<file path="config.mk">
export PLATFORM = sky130hd
export DESIGN_NAME = fetch_queue
export DESIGN_NICKNAME = d
export VERILOG_FILES = /design/src/rtl/fetch_pkg.sv /design/src/rtl/fq_ptr_ctrl.sv /design/src/rtl/fetch_queue.sv
export SDC_FILE = /design/constraint.sdc
export NUM_CORES = 1
export LEC_CHECK = 0
export CORE_AREA = 2 2 175 177
export DETAILED_ROUTE_END_ITERATION = 10
export DIE_AREA = 0 0 177 179
export PLACE_DENSITY = 0.66
export SLEW_MARGIN = 20
export SYNTH_ARGS = -nofsm -noshare
export SYNTH_HDL_FRONTEND = slang
export SYNTH_SLANG_ARGS = --single-unit
</file>
<file path="constraint.sdc">
create_clock -name clk -period 3.9 [get_ports clk]
set_clock_uncertainty 0.05 [all_clocks]
set_input_delay 0.585 -clock clk [delete_from_list [all_inputs] [get_ports clk]]
set_output_delay 0.585 -clock clk [all_outputs]
set_load 0.05 [all_outputs]
</file>
<file path="src/rtl/fetch_pkg.sv">
// Shared types and constants for the IF->ID instruction queue.
// Entry layout is {pc, instr}; NOP is the canonical addi x0,x0,0.
package fetch_pkg;
    localparam int FQ_XLEN = 32;
    localparam logic [31:0] NOP_INSTR = 32'h0000_0013;

    typedef struct packed {
        logic [FQ_XLEN-1:0] pc;
        logic [FQ_XLEN-1:0] instr;
    } fq_entry_t;
endpackage

</file>
<file path="src/rtl/fq_ptr_ctrl.sv">
// Purpose: read/write pointers and occupancy for the fetch queue, flush > push/pop.
// Latency: pointer and count updates take effect on the rising edge after the handshake.
// Backpressure: push refused while FULL, pop refused while EMPTY; flush drops both.
module fq_ptr_ctrl #(
    parameter int DEPTH = 4,
    localparam int PW = $clog2(DEPTH),
    localparam int CW = PW + 1
) (
    input  logic          clk,
    input  logic          rst_n,
    input  logic          push_req,
    input  logic          pop_req,
    input  logic          flush,
    output logic [PW-1:0] wr_ptr,
    output logic [PW-1:0] rd_ptr,
    output logic [CW-1:0] count,
    output logic          full,
    output logic          empty,
    output logic          push_ok
);
    logic [PW-1:0] wr_ptr_q, wr_ptr_d;
    logic [PW-1:0] rd_ptr_q, rd_ptr_d;
    logic [CW-1:0] count_q, count_d;
    logic          pop_ok;

    // Acceptance depends only on registered occupancy, so a pop cannot make room for a same-cycle push.
    assign full    = (count_q == CW'(DEPTH));
    assign empty   = (count_q == '0);
    assign push_ok = push_req & ~full;
    assign pop_ok  = pop_req & ~empty;

    always_comb begin
        wr_ptr_d = wr_ptr_q;
        rd_ptr_d = rd_ptr_q;
        count_d  = count_q;
        if (flush) begin
            wr_ptr_d = '0;
            rd_ptr_d = '0;
            count_d  = '0;
        end else begin
            if (push_ok) wr_ptr_d = wr_ptr_q + PW'(1);
            if (pop_ok)  rd_ptr_d = rd_ptr_q + PW'(1);
            if (push_ok && !pop_ok)      count_d = count_q + CW'(1);
            else if (pop_ok && !push_ok) count_d = count_q - CW'(1);
        end
    end

    always_ff @(posedge clk or negedge rst_n) begin
        if (!rst_n) begin
            wr_ptr_q <= '0;
            rd_ptr_q <= '0;
            count_q  <= '0;
        end else begin
            wr_ptr_q <= wr_ptr_d;
            rd_ptr_q <= rd_ptr_d;
            count_q  <= count_d;
        end
    end

    assign wr_ptr = wr_ptr_q;
    assign rd_ptr = rd_ptr_q;
    assign count  = count_q;
endmodule

</file>
<file path="src/rtl/fetch_queue.sv">
// Purpose: instruction buffer decoupling IF from ID stalls, squashed on redirect.
// Latency: an accepted entry appears at the ID outputs one cycle after the push (no bypass).
// Backpressure: if_ready low only when FULL; id_ready low holds the head stable.
module fetch_queue
    import fetch_pkg::*;
#(
    parameter int DEPTH = 4,
    parameter int XLEN  = FQ_XLEN
) (
    input  logic                     clk,
    input  logic                     rst_n,
    input  logic                     if_valid,
    output logic                     if_ready,
    input  logic [XLEN-1:0]          if_pc,
    input  logic [XLEN-1:0]          if_instr,
    output logic                     id_valid,
    input  logic                     id_ready,
    output logic [XLEN-1:0]          id_pc,
    output logic [XLEN-1:0]          id_pc_plus4,
    output logic [XLEN-1:0]          id_instr,
    input  logic                     flush,
    output logic [$clog2(DEPTH):0]   count
);
    localparam int PW = $clog2(DEPTH);

    logic [PW-1:0] wr_ptr, rd_ptr;
    logic          full, empty, push_ok;
    fq_entry_t     mem_q [DEPTH];
    fq_entry_t     mem_d [DEPTH];
    fq_entry_t     head;

    fq_ptr_ctrl #(.DEPTH(DEPTH)) u_ptr_ctrl (
        .clk      (clk),
        .rst_n    (rst_n),
        .push_req (if_valid),
        .pop_req  (id_ready),
        .flush    (flush),
        .wr_ptr   (wr_ptr),
        .rd_ptr   (rd_ptr),
        .count    (count),
        .full     (full),
        .empty    (empty),
        .push_ok  (push_ok)
    );

    always_comb begin
        mem_d = mem_q;
        if (push_ok && !flush) begin
            mem_d[wr_ptr].pc    = FQ_XLEN'(if_pc);
            mem_d[wr_ptr].instr = FQ_XLEN'(if_instr);
        end
    end

    // Data array is deliberately unreset; id_valid gates everything visible downstream.
    always_ff @(posedge clk) begin
        mem_q <= mem_d;
    end

    assign head     = mem_q[rd_ptr];
    assign if_ready = ~full;
    assign id_valid = ~empty;

    always_comb begin
        id_pc    = '0;
        id_instr = XLEN'(NOP_INSTR);
        if (id_valid) begin
            id_pc    = XLEN'(head.pc);
            id_instr = XLEN'(head.instr);
        end
    end

    assign id_pc_plus4 = id_pc + XLEN'(4);
endmodule

</file>
==> run summary, run 1 <==
initial DRC count: 419
clock-pin transition on the worst setup and hold timing paths: 60 ps
Hold-fix buffers, CTS: 0
Non-Filler Instances: 1337
clock latency at the later pin of the worst-skew pair: 530 ps
Avg WL per Cell: 21.2 um
Post-Syn Instances: 718
pin count of the biggest net entering global routing: 41
top-area cell type share of the netlist area: 0.652
final net count: 994
critical path startpoint category: flop
vias per cell: 5.05
pre-CTS setup slack: 207 ps
post-synthesis cell type count: 46
count of final setup violators: 2
top cells by area, synth: edfxtp_1, mux4_2, and2_1
Num CTS Buffers: 29
Clock Tree Root: clkbuf_16
Post-Route WL: 28.4 mm
relative slew slack: 0.632
worst slew pin tran: 549 ps
deepest clock path buffer count: 3
Crit path max-delay family: simple AND/OR/NAND/NOR gates
Mean Syn Cell Area: 16.4 um^2
vias in the first global route: 7093
critical path arrival: 3290 ps
initial antenna violation count: 3
Max Fanout on Critical Path: 19
Buf/Inv on CP: 4
Critical Path RT: 3260 ps
syn_nets: 793
gr usage total: 0.179
clock period minus worst slack: 3930 ps
worst hold path type: primary input to async pin
die height: 179 um
final worst slack: -28.4 ps
Inst Count DP: 1266
Yosys warning count: 0
Primary FF master, synth: edfxtp_1
IO Count: 170
Synth area leader: edfxtp_1
Layout area overhead: 31.4%
CTS tree: built
worst-path cell chain: buf_4 -> buf_16 -> mux4_2 -> nand4_1 -> nor2_1 -> nand4_1 -> buf_4 -> or2b_1 -> xnor2_2 -> buf_12
Crit Path Class: flop to output pin
CTS Sinks: 263
Post-synth EDFFs: 256
violated checks: setup timing
Mapped Area: 11800 um^2
Leakage: 5.40 nW
Power, Total: 0.0122 W
Max rail drop VDD: 0.624 mV
outcome: complete, but fails checks
DR vias: 6757
max-slew violation count: 0
IO buf count: 169
starting density of the core: 0.393
f_max: 255 MHz
Tcrit/Tclk final: 1.01
Setup crit end kind: output pin
largest stage delay on the critical path: 500 ps
register area share after synthesis: 0.667
GPL Wtd Cong: 0.826
Max Cap Viol: 0
Die ar.: 31700 um^2
crit path max-delay cell type: dfrtp_4
Chip Width: 177 um
Core Area: 30000 um^2
HPWL after detailed placement: 17.8 mm
first-pass GRT wire length: 42.3 mm
Seq cells post-synth: 263
share of layout cells above drive strength 1: 0.295
Post-synth ARST share: 0.0266
Hold Vio Cnt, Final: 0
RSZ-0062 raised after global routing: true
row cnt: 64
H-tree levels: 1
antenna-violating nets left: 0
gr ovfl total: 0
first drt pass iteration count: 4
DRC Markers: 0
pwr dens: 784 nW/um^2
-- power breakdown --
group	switching, W	internal [W]	leakage (nW)
logic	0.00374	0.00237	2.54
clock network	0.00107	0.00155	0.442
registers	0.0000735	0.00335	2.42
total	0.00488	0.00728	5.40
-- cell usage in the layout (no fill, tap or decap), types with 5 or more instances in the layout --
master,Yosys,routed
clkinv_2,0,9
xnor2_1,16,13
and2_4,0,5
clkdlybuf4s50_1,0,81
xor2_1,18,14
clkbuf_1,22,5
nand3_1,8,8
clkbuf_16,0,29
buf_12,0,30
nor2_1,17,16
inv_1,16,15
buf_4,4,87
nand4_1,5,5
mux2i_1,6,6
mux4_2,58,59
and2_1,181,175
nand2_1,33,32
edfxtp_1,256,256
mux4_1,6,5
-- metrics by stage --
stage	util	setup TNS, ps	hold slack, ps	area [um^2]
after global routing	0.516	-1660	323	15500
after floorplan	-	-173	239	11900
after CTS	0.514	-171	304	15400
after detailed placement	0.474	0	533	14200
final	0.516	-34.2	308	15500
after global placement	0.474	0	519	14200
-- kinds of logic (layout without fill, tap and decap cells) --
group                    count (synthesis)  count (layout)  share of synthesized area
XOR/XNOR                                34              34                     0.0252
AO/OA/AOI/OAI                           12              12                    0.00891
multiplexers                            70              70                      0.129
other                                    0               2                          0
AND/OR/NAND/NOR                        277             277                      0.141
adder cells (fa/ha/maj)                  6               6                    0.00700
flip-flops                             263             263                      0.667
buffers and inverters                   56             277                     0.0221
-- what timing repair did --
| action | CTS | global route |
|---|---|---|
| cloned | 2 | 0 |
| gates resized for setup | 23 | 6 |
| pin swaps | 12 | 4 |
| setup endpoints to repair | 19 | 13 |
| setup buffers | 10 | 6 |
-- worst paths after layout --
path                                       from                   end  slack, ps  cells after the start
max in group asynchronous                 rst_n  u_ptr_ctrl.rd_ptr[1]       3160                      1
setup reg to reg            u_ptr_ctrl.count[2]            mem_q[125]       1530                      5
setup / recovery           u_ptr_ctrl.rd_ptr[0]       id_pc_plus4[28]        -30                     10
hold / removal                            rst_n   u_ptr_ctrl.count[0]        310                      1
hold reg to reg            u_ptr_ctrl.wr_ptr[1]  u_ptr_ctrl.wr_ptr[1]        540                      2
min in group clk           u_ptr_ctrl.wr_ptr[1]  u_ptr_ctrl.wr_ptr[1]        540                      2
-- synth_stat cells, drive strengths merged, types with 6 or more instances --
| library cell | count |
|---|---|
| edfxtp | 256 |
| and2 | 181 |
| mux4 | 64 |
| nand2 | 35 |
| clkbuf | 22 |
| xor2 | 18 |
| buf | 17 |
| nor2 | 17 |
| inv | 16 |
| xnor2 | 16 |
| nand3 | 9 |
| nor3 | 8 |
| dfrtp | 7 |
| mux2i | 6 |
| nand4 | 6 |
-- routing by layer --
metal,track usage,vias to the layer above,share of wire
met5,0,-,0.00032
li1,-,3081,-
met3,0.0418,51,0.064
met4,0.0403,2,0.018
met1,0.221,3429,0.41
met2,0.320,194,0.51
-- sequential cells by signal (all words and copies together), names as in the netlist --
signal,count
u_ptr_ctrl.count,3
mem_q,256
u_ptr_ctrl.rd_ptr,2
u_ptr_ctrl.wr_ptr,2
-- area by class of cell --
cell class / instances / area [um^2]
fill: 2497 / 14500
sequential: 263 / 7870
clock buffer: 34 / 744
antenna: 2 / 5.00
multi-input combinational: 399 / 3830
inverter: 17 / 68.8
clock inverter: 17 / 164
tap: 396 / 495
timing repair buffer: 209 / 2310
Note: power is estimated with default switching activity, not from simulation.
==> run 2, diff against run 1 <==
--- a/constraint.sdc
+++ b/constraint.sdc
@@ -3,3 +3,3 @@
 set_input_delay 0.585 -clock clk [delete_from_list [all_inputs] [get_ports clk]]
 set_output_delay 0.585 -clock clk [all_outputs]
-set_load 0.05 [all_outputs]
+set_load 0.005 [all_outputs]
==> run 2 against run 1 <==
The run now ends clean. Final cell count rose by 1.3%. Critical path type unchanged. Sequential share of layout area about the same. Global-route usage about the same. Die area stayed put. Critical endpoint is now id_pc_plus4[31]. Sequential cell count unchanged. Count of clock-buffer cells in the layout up 8. Register-to-register slack got worse by 40 ps. Largest cell class unchanged. Highest routed layer unchanged. Sequential power hardly changed. First-iteration DRC count up 20%.
==> run summary, run 2 (synthesis results as in run 1) <==
Avg WL per Cell: 21.0 um (was 21.2 um)
worst slew pin tran: 598 ps (was 549 ps)
worst hold path type: primary input to async pin (unchanged)
Setup crit end kind: output pin (unchanged)
H-tree levels: 1 (unchanged)
first drt pass iteration count: 4 (unchanged)
IO buf count: 169 (unchanged)
pre-CTS setup slack: 78.2 ps (was 207 ps)
Critical Path RT: 3260 ps (about the same)
CTS Sinks: 263 (unchanged)
share of layout cells above drive strength 1: 0.220 (was 0.295)
clock period minus worst slack: 3840 ps (was 3930 ps)
gr ovfl total: 0 (unchanged)
final worst slack: 62.4 ps (was -28.4 ps)
critical path arrival: 3200 ps (was 3290 ps)
CTS tree: built (unchanged)
deepest clock path buffer count: 3 (unchanged)
pwr dens: 627 nW/um^2 (was 784 nW/um^2)
gr usage total: 0.179 (about the same)
initial DRC count: 501 (was 419)
HPWL after detailed placement: 17.8 mm (about the same)
Biggest register: mem_q (unchanged)
Post-Route WL: 28.5 mm (was 28.4 mm)
Leakage: 5.46 nW (was 5.40 nW)
pin count of the biggest net entering global routing: 39 (was 41)
antenna-violating nets left: 0 (unchanged)
DR vias: 6862 (was 6757)
first-pass GRT wire length: 42.3 mm (about the same)
vias in the first global route: 7238 (was 7093)
Num CTS Buffers: 28 (was 29)
RSZ-0062 raised after global routing: true (unchanged)
Max rail drop VDD: 0.278 mV (was 0.624 mV)
Chip Width: 177 um (unchanged)
Clock Tree Root: clkbuf_16 (unchanged)
outcome: complete, no violations (was complete, but fails checks)
final net count: 1011 (was 994)
relative slew slack: 0.601 (was 0.632)
Core Area: 30000 um^2 (unchanged)
IO Count: 170 (unchanged)
Tcrit/Tclk final: 0.984 (was 1.01)
Fin Hold WS: 301 ps (was 308 ps)
commonest non-fill, non-tap cell in the layout: edfxtp_1 (unchanged)
critical path startpoint category: flop (unchanged)
clock latency at the later pin of the worst-skew pair: 520 ps (was 530 ps)
vias per cell: 5.07 (was 5.05)
r2r setup slk: 1490 ps (was 1530 ps)
Non-Filler Instances: 1354 (was 1337)
Max Fanout on Critical Path: 9 (was 19)
Hold Vio Cnt, Final: 0 (unchanged)
clock-pin transition on the worst setup and hold timing paths: 60 ps (about the same)
max-slew violation count: 0 (unchanged)
Inst Count DP: 1270 (was 1266)
Layout area overhead: 31.3% (was 31.4%)
count of final setup violators: 0 (was 2)
Post-Route Utilization: 0.516 (about the same)
most frequent cells in the layout: edfxtp_1, and2_1, clkdlybuf4s50_1 (was edfxtp_1, and2_1, buf_4)
Crit Path Class: flop to output pin (unchanged)
Max Cap Viol: 0 (unchanged)
GPL Wtd Cong: 0.887 (was 0.826)
starting density of the core: 0.393 (unchanged)
initial antenna violation count: 5 (was 3)
die height: 179 um (unchanged)
row cnt: 64 (unchanged)
f_max: 261 MHz (was 255 MHz)
DRC Markers: 0 (unchanged)
Die ar.: 31700 um^2 (unchanged)
max FFs per register: 256 (unchanged)
## run 2: worst paths after layout
| kind | start | endpoint | cells past startpoint |
|---|---|---|---|
| worst max-delay path | u_ptr_ctrl.rd_ptr[1] | id_pc_plus4[31] | 9 |
| worst min-delay path | rst_n | u_ptr_ctrl.rd_ptr[1] | 1 |
| worst max register to register | u_ptr_ctrl.count[2] | mem_q[166] | 5 |
| worst min register to register | u_ptr_ctrl.wr_ptr[1] | u_ptr_ctrl.wr_ptr[1] | 2 |
| max in group asynchronous | rst_n | u_ptr_ctrl.rd_ptr[0] | 1 |
| min in group clk | u_ptr_ctrl.wr_ptr[1] | u_ptr_ctrl.wr_ptr[1] | 2 |
## run 2: layer usage
| metal | track usage | vias up | wire (um) | share of wire |
|---|---|---|---|---|
| met5 | 0 | - | 27 | 0.00095 |
| li1 | - | 3121 | - | - |
| met3 | 0.0424 | 39 | 1990 | 0.070 |
| met2 | 0.298 | 237 | 13900 | 0.49 |
| met1 | 0.235 | 3461 | 12000 | 0.42 |
| met4 | 0.0513 | 4 | 503 | 0.018 |
## run 2: stage by stage
stage	power (W)	TNS, ps	area, um^2
floorplan	0.00528	0	11800
global placement	0.00709	0	14100
detailed placement	0.00711	0	14100
CTS	0.00969	-55.9	15200
global route	0.0102	-112	15500
finish	0.00970	0	15500
## run 2: where the power goes
group	total, W	switching (W)	leakage [nW]	internal [W]
combinational	0.00377	0.00174	2.61	0.00203
clock	0.00252	0.00103	0.430	0.00149
sequential	0.00342	0.0000694	2.42	0.00335
## run 2: cell type report
class | instances | area, um^2
fillers | 2475 | 14500
flip-flops and latches | 263 | 7870
multi-input cells | 399 | 3880
repair buffers | 227 | 2290
clock buffers | 42 | 815
well taps | 396 | 495
inverters | 17 | 63.8
clock inverters | 7 | 57.6
diodes | 3 | 7.51
## run 2: repair_timing
item / CTS / global route
gates resized for setup: 41 / 45
cloned: 1 / 1
buffers inserted: 13 / 17
pin swaps: 14 / 17
hold buffers: 0 / 0
setup endpoints to repair: 21 / 21
## run 2: critical path, cell delays in order, from the launching register on
cell	delay, ps
dfrtp_4	520
buf_16	170
mux2i_2	150
or4b_4	560
a2111oi_4	410
buf_4	190
nand3_2	90
nor4_4	150
xor2_1	170
dlygate4sd2_1	250
